## config.mk

```make
export PLATFORM = sky130hd
export DESIGN_NAME = icap_config_reader
export DESIGN_NICKNAME = d
export VERILOG_FILES = /design/src/rtl/icap_s3a_pkg.sv /design/src/rtl/icap_clk_gen.sv /design/src/rtl/icap_config_reader.sv
export SDC_FILE = /design/constraint.sdc
export NUM_CORES = 1
export LEC_CHECK = 0
export ABC_AREA = 0
export ABC_CLOCK_PERIOD_IN_PS = 6100
export CORE_MARGIN = 8
export CORE_UTILIZATION = 35
export DETAILED_ROUTE_END_ITERATION = 8
export GPL_ROUTABILITY_DRIVEN = 0
export SETUP_SLACK_MARGIN = 0.1
export SYNTH_ARGS = -nofsm -noshare
export SYNTH_HDL_FRONTEND = slang
export SYNTH_HIERARCHICAL = 1
export SYNTH_SLANG_ARGS = --single-unit
```

## constraint.sdc

```tcl
create_clock -name clk -period 6.1 [get_ports clk]
set_clock_uncertainty 0.1 [all_clocks]
set_input_delay 0.61 -clock clk [delete_from_list [all_inputs] [get_ports clk]]
set_output_delay 0.61 -clock clk [all_outputs]
set_load 0.02 [all_outputs]
```

## src/rtl/icap_s3a_pkg.sv

```systemverilog
// Spartan-3A ICAP configuration words, register addresses and the reader FSM state type.
package icap_s3a_pkg;

    localparam logic [15:0] SYNC   = 16'hAA99;
    localparam logic [15:0] NOOP   = 16'h2000;
    localparam logic [15:0] CMD_WR = 16'h30A1;
    localparam logic [15:0] DESYNC = 16'h000D;

    localparam logic [5:0] REG_STAT     = 6'h08;
    localparam logic [5:0] REG_GENERAL1 = 6'h13;
    localparam logic [5:0] REG_GENERAL2 = 6'h14;

    typedef enum logic [2:0] {
        ST_IDLE,
        ST_WR_SYNC,
        ST_TURN_RD,
        ST_READ,
        ST_TURN_WR,
        ST_WR_DESYNC,
        ST_DONE
    } state_e;

    // Type 1 packet header: read opcode, register address, word count of one.
    function automatic logic [15:0] read_hdr(input logic [5:0] addr);
        return 16'h2800 | {5'd0, addr, 5'd0} | 16'h0001;
    endfunction

    function automatic logic [7:0] bitrev8(input logic [7:0] b);
        logic [7:0] r;
        for (int k = 0; k < 8; k++) r[k] = b[7-k];
        return r;
    endfunction

endpackage

```

## src/rtl/icap_clk_gen.sv

```systemverilog
// Divided ICAP clock: high on count 1, advance strobe on the last count of each period.
module icap_clk_gen #(
    parameter int CLK_DIV = 3
) (
    input  logic clk,
    input  logic rst,
    input  logic run_i,
    output logic icap_clk_o,
    output logic advance_o
);

    localparam int CW = $clog2(CLK_DIV);

    logic [CW-1:0] cnt_q, cnt_d;
    logic          clk_q;

    always_comb begin
        cnt_d = '0;
        if (run_i && cnt_q != CW'(CLK_DIV - 1)) cnt_d = cnt_q + 1'b1;
    end

    // icap_clk is registered from the next count so it is glitch-free yet equals (count == 1).
    always_ff @(posedge clk) begin
        if (rst) begin
            cnt_q <= '0;
            clk_q <= 1'b0;
        end else begin
            cnt_q <= cnt_d;
            clk_q <= (cnt_d == CW'(1));
        end
    end

    assign icap_clk_o = clk_q;
    assign advance_o  = run_i && (cnt_q == CW'(CLK_DIV - 1));

endmodule

```

## src/rtl/icap_config_reader.sv

```systemverilog
// Reads one 16-bit configuration register over ICAP: SYNC, read header, turnaround, readback, DESYNC.
module icap_config_reader #(
    parameter int CLK_DIV      = 3,
    parameter int BUSY_TIMEOUT = 32
) (
    input  logic        clk,
    input  logic        rst,
    input  logic        req,
    input  logic [5:0]  reg_addr,
    output logic        ready,
    output logic [15:0] rd_data,
    output logic        rd_valid,
    output logic        rd_error,
    output logic        icap_clk,
    output logic        icap_ce,
    output logic        icap_write,
    output logic [7:0]  icap_i,
    input  logic [7:0]  icap_o,
    input  logic        icap_busy
);

    import icap_s3a_pkg::*;

    localparam int TW = $clog2(BUSY_TIMEOUT + 1);

    state_e        state_q;
    logic [5:0]    addr_q;
    logic [3:0]    idx_q;
    logic [TW-1:0] to_q;
    logic          nb_q, fail_q;
    logic [15:0]   buf_q, rd_data_q;
    logic          ready_q, valid_q, error_q;
    logic          ce_q, write_q;
    logic [7:0]    i_q;
    logic          run, adv;
    logic [15:0]   hdr;

    assign hdr = read_hdr(addr_q);
    assign run = (state_q != ST_IDLE) && (state_q != ST_DONE);

    icap_clk_gen #(.CLK_DIV(CLK_DIV)) u_clk_gen (
        .clk        (clk),
        .rst        (rst),
        .run_i      (run),
        .icap_clk_o (icap_clk),
        .advance_o  (adv)
    );

    // Logical (MSB-first) byte of the write sequence at position idx.
    function automatic logic [7:0] seq_byte(input state_e st, input logic [3:0] idx,
                                            input logic [15:0] h);
        logic [15:0] w;
        w = NOOP;
        if (st == ST_WR_SYNC) begin
            case (idx[3:1])
                3'd0:    w = 16'hFFFF;
                3'd1:    w = SYNC;
                3'd3:    w = h;
                default: w = NOOP;
            endcase
        end else begin
            case (idx[3:1])
                3'd0:    w = CMD_WR;
                3'd1:    w = DESYNC;
                default: w = NOOP;
            endcase
        end
        return idx[0] ? w[7:0] : w[15:8];
    endfunction

    always_ff @(posedge clk) begin
        if (rst) begin
            state_q   <= ST_IDLE;
            addr_q    <= '0;
            idx_q     <= '0;
            to_q      <= '0;
            nb_q      <= 1'b0;
            fail_q    <= 1'b0;
            buf_q     <= '0;
            rd_data_q <= '0;
            ready_q   <= 1'b1;
            valid_q   <= 1'b0;
            error_q   <= 1'b0;
            ce_q      <= 1'b1;
            write_q   <= 1'b1;
            i_q       <= '0;
        end else begin
            valid_q <= 1'b0;
            case (state_q)
                ST_IDLE: if (req) begin
                    addr_q  <= reg_addr;
                    ready_q <= 1'b0;
                    state_q <= ST_WR_SYNC;
                    idx_q   <= '0;
                    to_q    <= '0;
                    nb_q    <= 1'b0;
                    fail_q  <= 1'b0;
                    buf_q   <= '0;
                    ce_q    <= 1'b0;
                    write_q <= 1'b0;
                    i_q     <= bitrev8(8'hFF);
                end
                ST_WR_SYNC: if (adv) begin
                    if (idx_q == 4'd11) begin
                        state_q <= ST_TURN_RD;
                        idx_q   <= '0;
                        ce_q    <= 1'b1;
                        i_q     <= '0;
                    end else begin
                        idx_q <= idx_q + 4'd1;
                        i_q   <= bitrev8(seq_byte(ST_WR_SYNC, idx_q + 4'd1, hdr));
                    end
                end
                ST_TURN_RD: if (adv) begin
                    if (idx_q == 4'd0) begin
                        idx_q   <= 4'd1;
                        write_q <= 1'b1;
                    end else begin
                        state_q <= ST_READ;
                        ce_q    <= 1'b0;
                    end
                end
                // Busy samples only burn timeout budget; a timeout zeroes any partial data.
                ST_READ: if (adv) begin
                    if (icap_busy) begin
                        if (to_q == TW'(BUSY_TIMEOUT - 1)) begin
                            fail_q  <= 1'b1;
                            buf_q   <= '0;
                            state_q <= ST_TURN_WR;
                            idx_q   <= '0;
                            ce_q    <= 1'b1;
                        end else begin
                            to_q <= to_q + 1'b1;
                        end
                    end else if (nb_q) begin
                        buf_q[7:0] <= bitrev8(icap_o);
                        state_q    <= ST_TURN_WR;
                        idx_q      <= '0;
                        ce_q       <= 1'b1;
                    end else begin
                        buf_q[15:8] <= bitrev8(icap_o);
                        nb_q        <= 1'b1;
                    end
                end
                ST_TURN_WR: if (adv) begin
                    if (idx_q == 4'd0) begin
                        idx_q   <= 4'd1;
                        write_q <= 1'b0;
                    end else begin
                        state_q <= ST_WR_DESYNC;
                        idx_q   <= '0;
                        ce_q    <= 1'b0;
                        i_q     <= bitrev8(seq_byte(ST_WR_DESYNC, 4'd0, hdr));
                    end
                end
                ST_WR_DESYNC: if (adv) begin
                    if (idx_q == 4'd7) begin
                        state_q <= ST_DONE;
                        ce_q    <= 1'b1;
                        write_q <= 1'b1;
                        i_q     <= '0;
                    end else begin
                        idx_q <= idx_q + 4'd1;
                        i_q   <= bitrev8(seq_byte(ST_WR_DESYNC, idx_q + 4'd1, hdr));
                    end
                end
                ST_DONE: begin
                    state_q   <= ST_IDLE;
                    valid_q   <= 1'b1;
                    error_q   <= fail_q;
                    rd_data_q <= buf_q;
                    ready_q   <= 1'b1;
                end
                default: state_q <= ST_IDLE;
            endcase
        end
    end

    assign ready      = ready_q;
    assign rd_data    = rd_data_q;
    assign rd_valid   = valid_q;
    assign rd_error   = error_q;
    assign icap_ce    = ce_q;
    assign icap_write = write_q;
    assign icap_i     = i_q;

endmodule

```

==> metrics.csv, run 1 <==
metric,value,unit
All-Layer GR Usage,0.1336,
Sw Ratio,0.2777,
RSZ-0062 raised after global routing,no,
die outline height,114.5,um
GRT overflow,0,
layout cells sized above 1,0.09809,
Critical Path Most Common Cell,or3_1,
hold_buf cts,0,
Clock Latency Late Sink,0.34,ns
Worst Path Required,6.18,ns
die width,114.5,um
commonest cells in the netlist,"dfxtp_1, nor2_1, nand2_1",
period utilisation layout,0.5290,
Fillers,954,
die area,0.01311,mm^2
Slew Limit Fails,0,
Storage cell area,0.001381,mm^2
CTS tree,yes,
VDD IR max,0.0001406,V
Final Setup Violations,0,
crit path launch type,flop,
Root Buffer,clkbuf_8,
Setup TNS,0,ns
"count leader, synth",dfxtp_1,
largest family of logic cells by synthesized area,simple AND/OR/NAND/NOR gates,
placed cell area,0.003909,mm^2
Routed WL per cell,15.28,um
CTS Sinks,69,
drt via density,5.240,
switching pwr,0.2750,mW
clock share of power,0.378,
Cells after DPL,535,
sequential share of power,0.485,
Comb power frac,0.137,
number of synthesized flops with an enable pin,0,
mux share of post-synthesis cell area,0.06190,
row count,36,
Max-Cap Viols,0,
I/O Pins,48,
CP max-delay cell,dfxtp_1,
initial antenna violation count,0,
sequential area share after synthesis,0.4068,
Total Wirelength,8418,um
post-synth top area cell,dfxtp_1,
Worst-Margin Slew,1.051,ns
Main synth FF type,dfxtp_1,
YS warnings,6,
hpwl dp,5892,um
Cell Pwr Density,241.0,mW/mm^2
pin count of the biggest net entering global routing,49,
LEAKAGE,1.524,nW
ys async rst share,0,
Crit Path Class,reg -> reg,
Final nets,435,
postcts setup bufs,0,
post-cts sizing count,0,
Initial DRC Count,149,
CTS Buf Count,9,
vias in the first global route,2821,
area of the multi-input gates,0.001843,mm^2
DRT antenna net count,0,
port buffer count,47,
first-pass GRT wire length,14070,um
number of hold violations in the final report,0,
initial core utilization,0.3539,
Synth cell types,66,
syn nets,400,
Clock transition at path regs,0.08,ns
DRC Markers,0,
CP cell instances,nor2b_1 > or3_1 > and2_1 > inv_1 > or3_1 > or2_2 > a31oi_1 > a311oi_1,
class of the tightest hold or removal check,reg -> reg,
fmax,309.9,MHz
Worst slew margin,0.2976,
status,finished clean,
"Max FO, Critical Path",22,
DR pass1 iterations,4,
Compound-Gate Fraction of Synth Area,0.2237,
Syn Inst Count,378,
simple-gate share of the synthesized area,0.2296,
Core Region,0.009594,mm^2
syn avg cell area,8.983,um^2
Area Growth Syn to Fin,20.97,%
max incr delay on CP,0.79,ns
Post-Synth XOR/XNOR Area,0.01290,
Synth Area in Adders,0.01474,
ANT cells,0,
Synth top area share,0.4068,
Final Cell Area,0.004108,mm^2
"Min Clock Period, post-route",3.227,ns
crit path DAT,3.31,ns
CP endpoint kind,flop,
H-tree depth,3,
Mapped Area,0.003396,mm^2
Post-Layout Cell Count,551,
Synth area leaders,"dfxtp_1, mux2i_1, nor2_1",
post-synthesis register bit count,69,
vias,2887,
cell-internal power,0.7151,mW
Max clock buf depth,2,
==> area by class of cell <==
| type | instances | area share |
|---|---|---|
| Multi-Input combinational cell | 274 | 0.4487 |
| Sequential cell | 69 | 0.3363 |
| Timing Repair Buffer | 49 | 0.1170 |
| Tap cell | 133 | 0.04051 |
| Clock buffer | 9 | 0.03016 |
| Clock inverter | 7 | 0.01828 |
| Inverter | 10 | 0.009138 |
==> power groups by stage <==
stage,Combinational (mW),Sequential [mW],Clock [mW]
2_1_floorplan,0.0891,0.492,0
3_3_place_gp,0.135,0.490,0
3_5_place_dp,0.135,0.491,0
4_1_cts,0.136,0.480,0.389
5_1_grt,0.148,0.482,0.408
6_report,0.135,0.480,0.375
==> worst paths after layout <==
kind	startpoint	endpoint	slack (ns)	depth (start not counted)
worst max-delay path	state_q[2]$_SDFFE_PP0P_	icap_i[5]$_SDFFE_PP0P_	2.87	8
worst min-delay path	ready$_SDFFE_PP1P_	ready$_SDFFE_PP1P_	0.35	2
worst max register to register	state_q[2]$_SDFFE_PP0P_	icap_i[5]$_SDFFE_PP0P_	2.87	8
worst min register to register	ready$_SDFFE_PP1P_	ready$_SDFFE_PP1P_	0.35	2
==> critical path, delay by kind of cell, from the launching register on <==
family / cells / cell delay [ns]
and+or+nand+nor: 5 / 1.70
DFF: 1 / 0.79
AOI/OAI and AO/OA: 2 / 0.33
buffers and inverters: 1 / 0.15
==> flip-flops by register name (all words and copies together) (netlist names), 2 cells and up <==
name	count
addr_q	6
buf_q	16
state_q	3
u_clk_gen/cnt_q	2
rd_data	16
idx_q	4
to_q	6
icap_i	8
==> routing by layer <==
| metal | vias up | wire [um] | part of all wire | track usage |
|---|---|---|---|---|
| li1 | 1438 | - | - | - |
| met1 | 1374 | 3750 | 0.45 | 0.1558 |
| met2 | 69 | 4169 | 0.50 | 0.2281 |
| met3 | 6 | 403 | 0.048 | 0.03428 |
| met4 | 0 | 94 | 0.011 | 0.05235 |
| met5 | - | 0 | 0 | 0 |
==> cell families after synthesis <==
logic type,after synthesis
AND/OR/NAND/NOR,140
multiplexers,21
AO/OA/AOI/OAI,104
buffers and inverters,35
flip-flops,69
adder cells (fa/ha/maj),4
XOR/XNOR,5
==> per-stage QoR <==
stage / setup WS (ns) / hold slack [ns] / power (mW) / util
floorplan: 3.628 / 0.3366 / 0.5806 / -
global placement: 2.982 / 0.3377 / 0.6256 / 0.4074
detailed placement: 2.902 / 0.3382 / 0.6260 / 0.4074
CTS: 2.893 / 0.3542 / 1.004 / 0.4281
global route: 2.475 / 0.3854 / 1.038 / 0.4281
finish: 2.873 / 0.3550 / 0.9901 / 0.4281
==> cells in the final DEF (no fill, tap or decap), types with 3 or more instances in the layout <==
master           instances
o21ai_0                 14
clkbuf_8                 9
xnor2_1                  5
inv_1                   10
ha_1                     4
nor2b_1                  6
nor2_1                  43
nand3_1                  8
a211oi_1                 8
clkdlybuf4s50_1         46
and3_1                   3
or2_2                    3
mux2i_1                 21
o21bai_1                 4
clkinvlp_4               3
dfxtp_1                 69
a21oi_1                 25
and2_1                  12
or3_1                    4
a22o_1                  17
nand4_1                  3
nand2b_1                 6
nand2_1                 29
No activity file was read; power rests on OpenSTA's default activity.
==> run 2, diff against run 1 <==
Settings changed: ABC_CLOCK_PERIOD_IN_PS 6100 to 3400.
Clock period 6.1 ns to 3.4 ns, I/O delays scaled along.
==> run 2 against run 1 <==
Fmax is 18% higher. Worst setup slack lost 2.2 ns. Core utilization rose by 0.55 points. Sequential share of layout area decreased by 0.42 points. Worst hold slack lost 0.0095 ns. Flip-flop and latch count unchanged. Cell count increased by 1.6%. Combinational power rose by 97%. Total power increased by 75%.
==> metrics.csv, run 2 (same netlist as run 1, synthesis figures left out) <==
metric,value,unit,change
status,finished clean,,unchanged
Cells after DPL,544,,was 535
hpwl dp,6081,um,was 5892 um
CTS Buf Count,9,,unchanged
crit path DAT,2.87,ns,was 3.31 ns
initial antenna violation count,0,,unchanged
Root Buffer,clkbuf_8,,unchanged
CP endpoint kind,flop,,unchanged
first-pass GRT wire length,14360,um,"was 14,070 um"
ANT cells,0,,unchanged
VDD IR max,0.0002688,V,was 0.0001406 V
Crit Path Class,reg -> reg,,unchanged
Max-Cap Viols,0,,unchanged
row count,36,,unchanged
DRC Markers,0,,unchanged
I/O Pins,48,,unchanged
Initial DRC Count,139,,was 149
Cell Pwr Density,417.1,mW/mm^2,was 241.0 mW/mm^2
Core Region,0.009594,mm^2,unchanged
hold path endpoint,ready$_SDFFE_PP1P_,,unchanged
Max clock buf depth,2,,unchanged
crit path launch type,flop,,unchanged
Slew Limit Fails,0,,unchanged
setup ws final,0.6542,ns,was 2.873 ns
pin count of the biggest net entering global routing,29,,was 49
fmax,364.2,MHz,was 309.9 MHz
postcts setup bufs,0,,unchanged
CTS tree,yes,,unchanged
final core utilization,0.4336,,was 0.4281
layout cells sized above 1,0.1171,,was 0.09809
number of hold violations in the final report,0,,unchanged
Total Wirelength,8576,um,was 8418 um
Clock Latency Late Sink,0.35,ns,was 0.34 ns
Final nets,444,,was 435
Worst R2R Start,state_q[2]$_SDFFE_PP0P_,,unchanged
hold_buf cts,0,,unchanged
initial core utilization,0.3539,,unchanged
FF-to-FF path depth,9,,was 8
die width,114.5,um,unchanged
reg2reg setup slack,0.65,ns,was 2.87 ns
"Max FO, Critical Path",21,,was 22
CTS Sinks,69,,unchanged
All-Layer GR Usage,0.1359,,was 0.1336
hold_sp,ready$_SDFFE_PP1P_,,unchanged
vias,2885,,"was 2,887"
Routed WL per cell,15.31,um,was 15.28 um
class of the tightest hold or removal check,reg -> reg,,unchanged
H-tree depth,3,,unchanged
Worst slew margin,0.4964,,was 0.2976
Hold Path Depth,2,,unchanged
Setup TNS,0,ns,unchanged
Worst-Margin Slew,0.7475,ns,was 1.051 ns
"commonest non-fill, non-tap cell in the layout",dfxtp_1,,unchanged
Post-Layout Cell Count,560,,was 551
RSZ-0062 raised after global routing,no,,unchanged
RR Endpoint,icap_i[5]$_SDFFE_PP0P_,,unchanged
post-cts sizing count,0,,unchanged
die outline height,114.5,um,unchanged
most frequent cells in the layout,"dfxtp_1, clkdlybuf4s50_1, nor2_1, nand2_1, a21oi_1",,unchanged
Worst Path Required,3.52,ns,was 6.18 ns
Clock transition at path regs,0.08,ns,about the same
die area,0.01311,mm^2,unchanged
vias in the first global route,2826,,"was 2,821"
GRT overflow,0,,unchanged
LEAKAGE,1.563,nW,was 1.524 nW
Area Growth Syn to Fin,22.51,%,was 20.97%
DRT antenna net count,0,,unchanged
period utilisation layout,0.8076,,was 0.5290
Final Setup Violations,0,,unchanged
DR pass1 iterations,4,,unchanged
drt via density,5.152,,was 5.240
port buffer count,47,,unchanged
pre-CTS WS,0.6725,ns,was 2.902 ns
"Min Clock Period, post-route",2.746,ns,was 3.227 ns
run 2: how the worst max path moves through the flow:
stage / depth (start not counted) / start / slack, ns / endpoint
2_1_floorplan: 10 / state_q[2]$_SDFFE_PP0P_ / 0.93 / icap_i[5]$_SDFFE_PP0P_
3_3_place_gp: 9 / state_q[2]$_SDFFE_PP0P_ / 0.77 / icap_i[5]$_SDFFE_PP0P_
3_5_place_dp: 9 / state_q[2]$_SDFFE_PP0P_ / 0.67 / icap_i[5]$_SDFFE_PP0P_
4_1_cts: 9 / state_q[2]$_SDFFE_PP0P_ / 0.65 / icap_i[1]$_SDFFE_PP0P_
5_1_grt: 8 / state_q[2]$_SDFFE_PP0P_ / 0.43 / buf_q[4]$_SDFFE_PP0P_
6_report: 9 / state_q[2]$_SDFFE_PP0P_ / 0.65 / icap_i[5]$_SDFFE_PP0P_
run 2: per-stage QoR:
stage	power, mW	cell area, um^2	hold WS (ns)
floorplan	1.042	3396	0.3149
global placement	1.130	3976	0.3385
detailed placement	1.134	3976	0.3387
CTS	1.764	4160	0.3508
global route	1.819	4160	0.3690
finish	1.735	4160	0.3455
run 2: routing by layer:
metal	vias up	wire (um)	track usage
met5	-	0	0
met4	0	72	0.04437
met3	5	291	0.03270
met2	52	4139	0.2215
met1	1379	4073	0.1713
li1	1449	-	-
run 2: where the power goes:
part	internal, mW	switching [mW]	total, mW
logic	0.117	0.149	0.266
registers	0.831	0.0160	0.847
clock network	0.274	0.348	0.622
run 2: worst max-delay path, stage by stage, from the launching register on:
cell and delay, ns:
dfxtp_1 0.31, buf_4 0.20, nor2b_1 0.17, or3_1 0.16
and2_1 0.42, inv_1 0.15, or3_1 0.44, or2_2 0.32
a31oi_1 0.23, a311oi_1 0.12
run 2: final cells by class:
class	instances	area [um^2]
clock buffer	9	123.9
clock inverter	7	60.06
fill	941	5434
inverter	10	37.54
multi-input combinational	274	1843
sequential	69	1381
tap	133	166.4
timing repair buffer	58	548.0
==> run 3, diff against run 2 <==
Settings changed: ABC_CLOCK_PERIOD_IN_PS 3400 to 2490.
Clock period 3.4 ns to 2.49 ns, I/O delays scaled along.
==> run 3 against run 2 <==
Global-route usage grew 0.11 points. Cell area grew 5.2%. Critical path depth shrank 1. Clock-buffer cell count grew 1. Register-to-register slack lost 0.50 ns. Critical endpoint is now idx_q[1]$_SDFFE_PP0P_. Highest routed layer unchanged.
==> metrics.csv, run 3 (same netlist as run 1, synthesis figures left out) <==
metric,value,unit,change
VDD IR max,0.0003633,V,was 0.0002688 V
vias,2970,,"was 2,885"
Max clock buf depth,2,,unchanged
Final nets,458,,was 444
setup ws final,0.1541,ns,was 0.6542 ns
Area Growth Syn to Fin,28.85,%,was 22.51%
Worst slew margin,0.6145,,was 0.4964
Worst-Margin Slew,0.5722,ns,was 0.7475 ns
"Min Clock Period, post-route",2.336,ns,was 2.746 ns
CP endpoint kind,flop,,unchanged
Total Wirelength,8788,um,was 8576 um
period utilisation layout,0.9381,,was 0.8076
Initial DRC Count,174,,was 139
initial core utilization,0.3539,,unchanged
pre-CTS WS,0.1034,ns,was 0.6725 ns
CP cell instances,nor2b_4 > or3_4 > and2_4 > or4bb_1 > o211a_4 > nand4_4 > mux2i_1 > nor2_1,,was buf_4 > nor2b_1 > or3_1 > and2_1 > inv_1 > or3_1 > or2_2 > a31oi_1 > a311oi_1
initial antenna violation count,0,,unchanged
Crit Path Class,reg -> reg,,unchanged
port buffer count,47,,unchanged
class of the tightest hold or removal check,in -> reg,,was reg -> reg
Worst Path Required,2.62,ns,was 3.52 ns
most frequent cells in the layout,"dfxtp_1, clkdlybuf4s50_1, nor2_1, nand2_1, a21oi_1",,unchanged
die area,0.01311,mm^2,unchanged
Final Cell Area,0.004375,mm^2,was 0.004160 mm^2
crit path launch type,flop,,unchanged
first-pass GRT wire length,14480,um,"was 14,360 um"
fmax,428.1,MHz,was 364.2 MHz
Root Buffer,clkbuf_8,,unchanged
placed cell area,0.004061,mm^2,was 0.003976 mm^2
Fillers,955,,was 941
DRC Markers,0,,unchanged
H-tree depth,3,,unchanged
CTS Buf Count,9,,unchanged
LEAKAGE,1.664,nW,was 1.563 nW
Routed WL per cell,15.31,um,about the same
CTS Sinks,69,,unchanged
pin count of the biggest net entering global routing,26,,was 29
row count,36,,unchanged
Core Region,0.009594,mm^2,unchanged
Clock transition at path regs,0.08,ns,about the same
number of hold violations in the final report,0,,unchanged
CTS tree,yes,,unchanged
status,finished clean,,unchanged
I/O Pins,48,,unchanged
Setup TNS,0,ns,unchanged
layout cells sized above 1,0.1655,,was 0.1171
drt via density,5.174,,was 5.152
die width,114.5,um,unchanged
reg2reg setup slack,0.15,ns,was 0.65 ns
CP max-delay cell,or4bb_1,,was or3_1
max incr delay on CP,0.50,ns,was 0.44 ns
GRT overflow,0,,unchanged
"Max FO, Critical Path",6,,was 21
ANT cells,0,,unchanged
crit path DAT,2.47,ns,was 2.87 ns
RSZ-0062 raised after global routing,yes,,was no
DR pass1 iterations,4,,unchanged
vias in the first global route,2921,,"was 2,826"
Cell Pwr Density,596.2,mW/mm^2,was 417.1 mW/mm^2
hpwl dp,6365,um,was 6081 um
DRT antenna net count,0,,unchanged
"commonest non-fill, non-tap cell in the layout",dfxtp_1,,unchanged
All-Layer GR Usage,0.1370,,was 0.1359
die outline height,114.5,um,unchanged
Final Setup Violations,0,,unchanged
Clock Latency Late Sink,0.36,ns,was 0.35 ns
Max-Cap Viols,0,,unchanged
Slew Limit Fails,0,,unchanged
run 3: path summary, 6_finish.rpt:
kind,startpoint,endpoint,cells after the start
max,state_q[2]$_SDFFE_PP0P_,idx_q[1]$_SDFFE_PP0P_,8
min,rst,buf_q[9]$_SDFFE_PP0P_,2
max reg2reg,state_q[2]$_SDFFE_PP0P_,idx_q[1]$_SDFFE_PP0P_,8
min reg2reg,ready$_SDFFE_PP1P_,ready$_SDFFE_PP1P_,2
run 3: final cells by class:
class | count | area, um^2 | share of cell area
multi-input cells | 275 | 1907 | 0.4358
flip-flops and latches | 69 | 1388 | 0.3171
repair buffers | 71 | 645.6 | 0.1476
well taps | 133 | 166.4 | 0.03803
clock buffers | 10 | 137.6 | 0.03146
clock inverters | 6 | 93.84 | 0.02145
inverters | 10 | 37.54 | 0.008579
run 3: through the flow:
step | cells | hold WS [ns] | util | total power [mW]
5_1_grt | 574 | 0.2626 | 0.4561 | 2.722
4_1_cts | 569 | 0.2385 | 0.4476 | 2.621
3_3_place_gp | 553 | 0.3389 | 0.4233 | 1.556
6_report | 574 | 0.2372 | 0.4561 | 2.609
2_1_floorplan | 378 | 0.2239 | - | 1.427
3_5_place_dp | 553 | 0.3489 | 0.4233 | 1.560
run 3: what timing repair did:
item,in CTS,in global routing
gates resized for setup,1,7
pin swaps,0,3
hold buffers,0,0
setup endpoints to repair,2,14
buffers inserted,0,4
cloned,0,1
run 3: power breakdown:
part           internal, mW  switching [mW]
Combinational         0.180           0.209
Sequential             1.13          0.0225
Clock                 0.598           0.465
Total                  1.91           0.697
run 3: worst max-delay path, delay by kind of cell, from the launching register on:
family | cells | cell delay (ns)
AOI/OAI and AO/OA | 1 | 0.19
and+or+nand+nor | 6 | 1.38
DFF | 1 | 0.35
muxes | 1 | 0.20
run 3: metal layers:
layer	global-route usage	share of wire
met4	0.04969	0.014
met1	0.1647	0.45
met3	0.04589	0.057
met5	0	0
met2	0.2215	0.48
